--- src/rtl/hsid_pkg.sv ---
// Shared types and default widths for the HSID iterative divider.
// Optional build macro consumed by hsid_param_div: HSID_DIV_ROUND_EN.
package hsid_pkg;

  localparam int HSID_DATA_WIDTH_ACC  = 40;
  localparam int HSID_HSP_BANDS_WIDTH = 7;

  typedef enum logic [2:0] {
    HID_IDLE    = 3'd0,
    HID_COMPUTE = 3'd1,
    HID_CHECK   = 3'd2,
    HID_DONE    = 3'd3,
    HID_CLEAR   = 3'd4
  } hsid_ite_div_state_t;

endpackage

--- src/rtl/hsid_div_step.sv ---
// One combinational restoring shift-subtract step of the divider.
// It brings in the next dividend bit, then subtracts the divisor when it fits.
module hsid_div_step #(
  parameter int DIVISOR_WIDTH = 7
) (
  input  logic [DIVISOR_WIDTH-1:0] rem_i,
  input  logic [DIVISOR_WIDTH-1:0] divisor_i,
  input  logic                     bit_i,
  output logic [DIVISOR_WIDTH-1:0] rem_o,
  output logic                     q_o
);

  logic [DIVISOR_WIDTH:0] w_partial;
  logic [DIVISOR_WIDTH:0] w_divisor;

  assign w_partial = {rem_i, bit_i};
  assign w_divisor = {1'b0, divisor_i};

  // rem_i < divisor keeps the partial below 2*divisor, so whichever path is taken fits back into DIVISOR_WIDTH bits
  assign q_o   = (w_partial >= w_divisor);
  assign rem_o = q_o ? DIVISOR_WIDTH'(w_partial - w_divisor)
                     : DIVISOR_WIDTH'(w_partial);

endmodule

--- src/rtl/hsid_param_div.sv ---
// Iterative restoring unsigned divider that retires BITS_PER_CYCLE quotient bits per cycle.
// Define HSID_DIV_ROUND_EN to round the quotient to nearest, saturating at all ones.
module hsid_param_div
  import hsid_pkg::*;
#(
  parameter int DIVIDEND_WIDTH = HSID_DATA_WIDTH_ACC,
  parameter int DIVISOR_WIDTH  = HSID_HSP_BANDS_WIDTH,
  parameter int BITS_PER_CYCLE = 1
) (
  input  logic                      clk_i,
  input  logic                      rst_ni,
  input  logic                      clear_i,
  input  logic                      start_i,
  input  logic [DIVIDEND_WIDTH-1:0] dividend_i,
  input  logic [DIVISOR_WIDTH-1:0]  divisor_i,
  output logic                      ready_o,
  output logic                      valid_o,
  output logic [DIVIDEND_WIDTH-1:0] quotient_o,
  output logic [DIVISOR_WIDTH-1:0]  remainder_o,
  output logic                      div_by_zero_o
);

  localparam int                  N_STEPS    = DIVIDEND_WIDTH / BITS_PER_CYCLE;
  localparam int                  CNT_W      = $clog2(N_STEPS + 1);
  localparam logic [CNT_W-1:0]    CNT_LOAD   = CNT_W'(N_STEPS);
  localparam logic [CNT_W-1:0]    CNT_LAST   = CNT_W'(1);

  hsid_ite_div_state_t r_state;
  hsid_ite_div_state_t w_state_next;

  // Dividend bits leave at the MSB while quotient bits enter at the LSB.
  logic [DIVIDEND_WIDTH-1:0] r_work;
  logic [DIVISOR_WIDTH-1:0]  r_rem;
  logic [DIVISOR_WIDTH-1:0]  r_divisor;
  logic [CNT_W-1:0]          r_count;
  logic [DIVIDEND_WIDTH-1:0] r_quotient;
  logic [DIVISOR_WIDTH-1:0]  r_remainder;
  logic                      r_dbz;

  logic                      w_divisor_zero;
  logic [DIVISOR_WIDTH-1:0]  w_rem_chain [BITS_PER_CYCLE+1];
  logic [BITS_PER_CYCLE-1:0] w_qbits;
  logic [DIVIDEND_WIDTH-1:0] w_work_next;
  logic [DIVIDEND_WIDTH-1:0] w_q_final;

  assign w_divisor_zero = (divisor_i == '0);

  assign w_rem_chain[0] = r_rem;
  for (genvar g = 0; g < BITS_PER_CYCLE; g++) begin : g_step
    hsid_div_step #(
      .DIVISOR_WIDTH(DIVISOR_WIDTH)
    ) u_step (
      .rem_i     (w_rem_chain[g]),
      .divisor_i (r_divisor),
      .bit_i     (r_work[DIVIDEND_WIDTH-1-g]),
      .rem_o     (w_rem_chain[g+1]),
      .q_o       (w_qbits[BITS_PER_CYCLE-1-g])
    );
  end

  assign w_work_next = (r_work << BITS_PER_CYCLE) | DIVIDEND_WIDTH'(w_qbits);

`ifdef HSID_DIV_ROUND_EN
  logic [DIVISOR_WIDTH:0] w_rem_x2;
  logic                   w_round_up;

  assign w_rem_x2   = {r_rem, 1'b0};
  assign w_round_up = (w_rem_x2 >= {1'b0, r_divisor}) && (r_work != {DIVIDEND_WIDTH{1'b1}});
  assign w_q_final  = r_work + DIVIDEND_WIDTH'(w_round_up);
`else
  assign w_q_final  = r_work;
`endif

  always_ff @(posedge clk_i or negedge rst_ni) begin
    if (!rst_ni) r_state <= HID_IDLE;
    else         r_state <= w_state_next;
  end

  always_comb begin
    // NOTE: defaulting every combinational output before the case prevents latch inference.
    w_state_next = r_state;
    if (clear_i) begin
      w_state_next = HID_CLEAR;
    end else begin
      case (r_state)
        HID_IDLE:    if (start_i) w_state_next = w_divisor_zero ? HID_DONE : HID_COMPUTE;
        HID_COMPUTE: if (r_count == CNT_LAST) w_state_next = HID_CHECK;
        HID_CHECK:   w_state_next = HID_DONE;
        HID_DONE:    w_state_next = HID_IDLE;
        HID_CLEAR:   w_state_next = HID_IDLE;
        default:     w_state_next = HID_IDLE;
      endcase
    end
  end

  always_ff @(posedge clk_i or negedge rst_ni) begin
    // NOTE: non-blocking assignments so every register samples pre-edge values, independent of statement order.
    if (!rst_ni) begin
      r_work      <= '0;
      r_rem       <= '0;
      r_divisor   <= '0;
      r_count     <= '0;
      r_quotient  <= '0;
      r_remainder <= '0;
      r_dbz       <= 1'b0;
    end else if (clear_i || (r_state == HID_CLEAR)) begin
      r_work      <= '0;
      r_rem       <= '0;
      r_divisor   <= '0;
      r_count     <= '0;
      r_quotient  <= '0;
      r_remainder <= '0;
      r_dbz       <= 1'b0;
    end else begin
      case (r_state)
        HID_IDLE: begin
          if (start_i) begin
            if (w_divisor_zero) begin
              r_quotient  <= '1;
              r_remainder <= '0;
              r_dbz       <= 1'b1;
            end else begin
              r_work    <= dividend_i;
              r_divisor <= divisor_i;
              r_rem     <= '0;
              r_count   <= CNT_LOAD;
              r_dbz     <= 1'b0;
            end
          end
        end
        HID_COMPUTE: begin
          r_work  <= w_work_next;
          r_rem   <= w_rem_chain[BITS_PER_CYCLE];
          r_count <= r_count - CNT_LAST;
        end
        HID_CHECK: begin
          r_quotient  <= w_q_final;
          r_remainder <= r_rem;
        end
        default: ;
      endcase
    end
  end

  assign ready_o       = (r_state == HID_IDLE);
  assign valid_o       = (r_state == HID_DONE) && !clear_i;
  assign quotient_o    = r_quotient;
  assign remainder_o   = r_remainder;
  assign div_by_zero_o = r_dbz;

endmodule

--- config.mk ---
export PLATFORM = sky130hd
export DESIGN_NAME = hsid_param_div
export DESIGN_NICKNAME = d
export VERILOG_FILES = /design/src/rtl/hsid_pkg.sv /design/src/rtl/hsid_div_step.sv /design/src/rtl/hsid_param_div.sv
export SDC_FILE = /design/constraint.sdc
export NUM_CORES = 1
export LEC_CHECK = 0
export CORE_MARGIN = 4
export CORE_UTILIZATION = 52
export DETAILED_ROUTE_END_ITERATION = 8
export PLACE_DENSITY = 0.81
export SKIP_CTS_REPAIR_TIMING = 1
export SLEW_MARGIN = 20
export SYNTH_ARGS = -nofsm -noshare
export SYNTH_HDL_FRONTEND = slang
export SYNTH_SLANG_ARGS = --single-unit
--- constraint.sdc ---
create_clock -name clk_i -period 4.05 [get_ports clk_i]
set_clock_uncertainty 0.2 [all_clocks]
set_input_delay 0.6075 -clock clk_i [delete_from_list [all_inputs] [get_ports clk_i]]
set_output_delay 0.6075 -clock clk_i [all_outputs]
set_load 0.02 [all_outputs]
==> flow_metrics.py, run 1 <==
metrics = {
    "routing": {
        "drt-initial-drc-count": 274,
        "via_per_inst": 6.065,
        "drt-total-wl_um": 13470,
        "detail_route.wl_per_cell_um": 18.74,
        "ant_nets": 0,
        "route.vias.total": 4361,
        "drc": 0,
        "drt_first_pass_iters": 5,
    },
    "sta": {
        "rsz0062_at_grt": "no",
        "setup_viol": 0,
        "relSlewSlack_pct": 28.18,
        "fmax_mhz": 328.3,
        "timing.final.crit_share_pct": 75.20,
        "tightest_slew_ps": 1074,
        "period_minus_slack_ps": 3046,
        "slew_violations": 0,
        "hold_violations": 0,
        "setup_slack_ps": 1004,
        "setup_tns_ps": 0,
    },
    "cells_and_area": {
        "utilization_pct": 67.11,
        "fin_area_um2": 6650,
        "nets": 642,
        "synthToLayoutAreaGrowth_pct": 23.69,
        "fin_cells": 719,
        "antenna_cells": 0,
        "layout-drive-gt1-share_pct": 9.044,
    },
    "global_route": {
        "met1_usage_pct": 32.56,
        "grt_max_degree": 94,
        "grt_antenna_before_repair": 0,
        "grt_util_met2_pct": 37.31,
        "track_usage_pct": 22.91,
        "grt_pass1_vias": 4366,
        "gr-usage-met3_pct": 2.936,
        "grt_first_pass_wirelength_um": 21900,
        "grt_overflow_total": 0,
        "grt-busiest-layer": "met2",
    },
    "clock_network": {
        "cts.sinks": 111,
        "clk_latency_ps": 370,
        "root_buffer": "clkbuf_8",
        "clock_path_buffers": 2,
        "cts_max_level": 3,
        "cts-buffers-inserted": 9,
        "cts_tree": "built",
        "clk_pin_slew_ps": 120,
    },
    "synthesis": {
        "avgSynthCellArea_um2": 10.65,
        "synthArstFlopShare_pct": 100.0,
        "netlist_instances": 505,
        "yosysSeqAreaShare_pct": 51.66,
        "synthFlopType": "dfrtp_1",
        "ys_ff_latch": 111,
        "ys_warn_count": 0,
        "syn_area_um2": 5376,
        "ys_types": 49,
        "synth_edf_count": 0,
        "syn-num-nets": 566,
    },
    "worst_setup_path": {
        "crit_chain": "clkdlybuf4s50_1 > nand3_1 > a21bo_2 > nand2b_1 > o221a_2",
        "r2r_start": "r_work[39]",
        "critical_path_class": "primary input to register",
        "start_kind": "primary input",
        "cpPeakStageDelay_ps": 650,
        "worst_setup_path_end_kind": "register",
        "r2r-end": "r_rem[6]",
        "r2r_setup_slack_ps": 1080,
        "cp_max_fo": 42,
        "path_delay_family": "compound AO/OA/AOI/OAI gates",
        "critPathRequiredTime_ps": 4100,
        "path_buf_inv": 1,
        "reg2reg_depth": 8,
        "cp_slowest_cell": "nand2b_1",
        "cp.depth": 5,
        "cp.arrival_ps": 3100,
    },
    "floorplanning": {
        "initial_core_util_pct": 54.26,
        "dieArea_um2": 12030,
        "die_y_um": 109.7,
        "core_area_um2": 9910,
        "fp.dieW_um": 109.7,
        "placementRows": 36,
        "io_pins": 101,
    },
    "outcome": {
        "outcome": "complete, no violations",
    },
    "job": {
        "maxCapViolCount": 0,
    },
    "power": {
        "p_per_area_nw_per_um2": 351.9,
        "p_leak_nw": 3.010,
        "vdd_ir_drop_max_mv": 0.1805,
    },
    "placed_design": {
        "port-buffer-count": 100,
        "place_ws_ps": 561.6,
        "post-place-cells": 703,
        "placed_cell_area_um2": 6454,
        "gp_congestion": 0.8631,
        "hpwl_um": 9095,
    },
    "min_path": {
        "hold_path.class": "primary input to async pin",
    },
}
worst max-delay path by stage:
stage | slack [ps] | endpoint | from
final | 1000 | quotient_o[5] | start_i
after global placement | 650 | quotient_o[3] | divisor_i[3]
after global routing | 760 | quotient_o[8] | start_i
after CTS | 960 | quotient_o[26] | start_i
after floorplan | 1770 | r_rem[6] | r_work[39]
after detailed placement | 560 | quotient_o[37] | start_i
cells in the final DEF (no fill, tap or decap), drive strengths merged, types with 4 or more instances in the layout:
| master | count |
|---|---|
| dfrtp | 111 |
| a22o | 14 |
| nor2 | 15 |
| inv | 15 |
| clkdlybuf4s50 | 99 |
| a21oi | 12 |
| o31ai | 41 |
| nor3 | 6 |
| clkbuf | 9 |
| o21ai | 54 |
| mux2i | 42 |
| nor2b | 5 |
| a211o | 4 |
| ha | 9 |
| o221a | 20 |
| nand3b | 20 |
| nand2 | 58 |
| buf | 9 |
cell usage after synthesis (2+ instances only):
cell type    n  area share [%]
nand3b_1    20             2.8
nand3_1      3            0.28
a21o_1       2            0.28
a211o_1      4            0.65
o221a_2     20             4.2
nand2b_1     3            0.35
nor2_1      14            0.98
nand2_1     58             4.0
ha_1         9             2.1
a221oi_1     2            0.33
a22o_1      14             2.3
clkbuf_1    23             1.6
nor4b_1      2            0.33
dfrtp_1    111              52
o31ai_1     41             5.7
and3_1       2            0.23
o21ai_0     54             5.0
buf_1        3            0.21
xor2_1       2            0.33
buf_2       16             1.5
nor2b_1      5            0.58
or3_1        2            0.23
and2_1       2            0.23
inv_1       11            0.77
a21oi_1     12             1.1
nor3_1       6            0.56
mux2i_1     42             7.8
per-layer routing:
metal	up-vias	part of all wire (%)
met5	-	0
met4	0	1.1
met3	19	5.1
met2	124	48
met1	2192	46
li1	2026	-
report_power, final:
part           switching (mW)  internal (mW)  leakage [nW]
registers              0.0579           1.18          1.49
clock network           0.402          0.239        0.0980
logic                   0.254          0.208          1.43
worst reg2reg max path, delay by kind of cell, from the launching register on:
family / cells / cell delay, ps
adder cells (fa/ha/maj): 2 / 620
flip-flops: 1 / 420
buffers and inverters: 1 / 90
AO/OA/AOI/OAI: 3 / 1130
AND/OR/NAND/NOR: 2 / 380
cells by family (layout without fill, tap and decap cells):
kind of cell / after synthesis / count (layout) / synth area share [%]
buffers and inverters: 54 / 135 / 4.212
adders and majority gates: 10 / 10 / 2.467
and+or+nand+nor: 123 / 123 / 11.50
muxes: 42 / 42 / 7.819
AOI/OAI and AO/OA: 162 / 162 / 21.85
DFF: 111 / 111 / 51.66
xor gates and xnor gates: 3 / 3 / 0.4888
area by class of cell:
cell class,instances,area [µm²]
flip-flops and latches,111,2778
repair buffers,108,1075
well taps,133,166.4
inverters,11,41.29
clock inverters,7,62.56
fillers,774,3259
clock buffers,9,123.9
multi-input cells,340,2404
state kept, by name (all words and copies together) (netlist names):
signal and cells:
div_by_zero_o 1, quotient_o 40, r_count 6, r_divisor 7, r_rem 7, r_state 3, r_work 40, remainder_o 7
stage by stage:
step           hold WS (ps)  power [mW]
6_report              58.46       2.340
3_5_place_dp          290.7       1.721
3_3_place_gp          278.8       1.705
2_1_floorplan         111.9       1.502
4_1_cts               241.9       2.350
5_1_grt               112.3       2.444
Note: power is estimated with default switching activity, not from simulation.
==> run 2, diff against run 1 <==
CORE_UTILIZATION = 47   (was 52)
PLACE_DENSITY = 0.77   (was 0.81)
clock period = 2.58 ns   (was 4.05 ns; I/O delays follow)
==> run 2 against run 1 <==
Effect of this change:
- via count shrank 1.7%
- non-clock buffer count grew 15
- critical path depth grew 3
- routed wire length shrank 0.92%
- worst setup slack lost 890 ps
- global-route usage shrank 2.1 points
- cell count grew 2.9%
- die area grew 9.9%
- first-iteration DRC count grew 39%
- register-to-register slack lost 970 ps
- combinational power grew 67%
- critical path type is now register to register
- largest power group unchanged
==> flow_metrics.py, run 2 (synthesized netlist as in run 1, its figures left out) <==
metrics = {
    "outcome": {
        "outcome": "complete, no violations",
    },
    "global_route": {
        "grt_max_degree": 51,
        "grt_overflow_total": 0,
        "met1_usage_pct": 29.78,
        "grt_pass1_vias": 4263,
        "grt-busiest-layer": "met2",
        "grt_first_pass_wirelength_um": 22050,
        "track_usage_pct": 20.80,
        "grt_antenna_before_repair": 0,
        "grt_util_met2_pct": 33.33,
        "gr-usage-met3_pct": 4.316,
    },
    "clock_network": {
        "clk_pin_slew_ps": 70,
        "root_buffer": "clkbuf_16",
        "cts_tree": "built",
        "cts-buffers-inserted": 9,
        "clk_latency_ps": 340,
        "cts_max_level": 3,
        "clock_path_buffers": 2,
        "cts.sinks": 111,
    },
    "cells_and_area": {
        "layout-drive-gt1-share_pct": 11.17,
        "nets": 657,
        "final_cell_mix": "dfrtp_1 (111), clkdlybuf4s50_1 (99), nand2_1 (57), o21ai_0 (54), mux2i_1 (42)",
        "synthToLayoutAreaGrowth_pct": 29.49,
        "final_common_cell": "dfrtp_1",
        "fin_cells": 740,
        "utilization_pct": 63.11,
        "antenna_cells": 0,
    },
    "floorplanning": {
        "fp.dieW_um": 115.0,
        "initial_core_util_pct": 48.74,
        "dieArea_um2": 13210,
        "die_y_um": 115.0,
        "core_area_um2": 11030,
        "placementRows": 38,
        "io_pins": 101,
    },
    "routing": {
        "drc": 0,
        "route.vias.total": 4288,
        "via_per_inst": 5.795,
        "detail_route.wl_per_cell_um": 18.04,
        "drt-total-wl_um": 13350,
        "ant_nets": 0,
        "drt_first_pass_iters": 4,
        "drt-initial-drc-count": 381,
    },
    "placed_design": {
        "port-buffer-count": 100,
        "hpwl_um": 9400,
        "post-place-cells": 724,
        "gp_congestion": 0.8782,
        "place_ws_ps": 86.18,
    },
    "power": {
        "power.total_mw": 4.141,
        "vdd_ir_drop_max_mv": 0.3605,
        "p_per_area_nw_per_um2": 594.9,
        "p_leak_nw": 3.158,
    },
    "min_path": {
        "hold_path.class": "register to register",
    },
    "job": {
        "maxCapViolCount": 0,
    },
    "worst_setup_path": {
        "cpPeakStageDelay_ps": 400,
        "critical_path_class": "register to register",
        "path_delay_family": "adder cells",
        "worst_setup_path_end_kind": "register",
        "crit_chain": "inv_1 > ha_1 > fa_1 > nand2b_1 > a211oi_2 > nor2_2 > buf_4 > a221o_1",
        "r2r_setup_slack_ps": 110,
        "cp.arrival_ps": 2490,
        "start_kind": "register",
        "cp_max_fo": 7,
        "path_buf_inv": 2,
        "cp_slowest_cell": "fa_1",
        "critPathRequiredTime_ps": 2600,
    },
    "sta": {
        "timing.final.crit_share_pct": 95.70,
        "slew_violations": 0,
        "period_minus_slack_ps": 2469,
        "hold_violations": 0,
        "setup_viol": 0,
        "relSlewSlack_pct": 61.59,
        "fmax_mhz": 405.0,
        "setup_slack_ps": 110.9,
        "rsz0062_at_grt": "no",
        "tightest_slew_ps": 576.2,
        "setup_tns_ps": 0,
    },
}
run 2: path summary, 6_finish.rpt:
check	from	end	depth (start not counted)
min reg2reg	r_work[11]	r_work[11]	2
max	r_work[39]	r_rem[1]	8
max in group asynchronous	rst_ni	remainder_o[5]	3
min	r_work[11]	r_work[11]	2
min in group asynchronous	rst_ni	quotient_o[27]	2
max reg2reg	r_work[39]	r_rem[1]	8
run 2: report_power, final:
| part | total [mW] | switching, mW | leakage [nW] | internal, mW |
|---|---|---|---|---|
| combinational | 0.770 | 0.401 | 1.53 | 0.369 |
| sequential | 1.94 | 0.0914 | 1.49 | 1.85 |
| clock | 1.43 | 0.641 | 0.147 | 0.787 |
| total | 4.14 | 1.13 | 3.16 | 3.01 |
run 2: area by class of cell:
cell class	instances	area [µm²]
Sequential cell	111	2778
Clock buffer	10	239.0
Fill cell	872	4069
Multi-Input combinational cell	340	2401
Timing Repair Buffer	123	1261
Tap cell	140	175.2
Inverter	11	41.29
Clock inverter	5	66.31
run 2: tightest hold or removal path, delay by kind of cell, from the launching register on:
kind | cells | cell delay (ps)
flops | 1 | 370
simple gates | 1 | 50
compound gates | 1 | 50
run 2: metrics by stage:
stage	cell area (µm²)	hold slack (ps)
after floorplan	5376	-108.6
after global placement	6635	212.8
after detailed placement	6635	222.0
after CTS	6940	-151.6
after global routing	6962	330.3
final	6962	305.5
run 2: routing by layer:
layer	routed length [µm]	share of wire, %
met4	129	0.97
met1	5953	45
met5	0	0
met2	6611	50
met3	653	4.9
==> run 3, diff against run 2 <==
SLEW_MARGIN = not set   (was 20)
==> results of run 3 <==
Same layout as run 2: the final DEF is identical, and so are final timing and power.
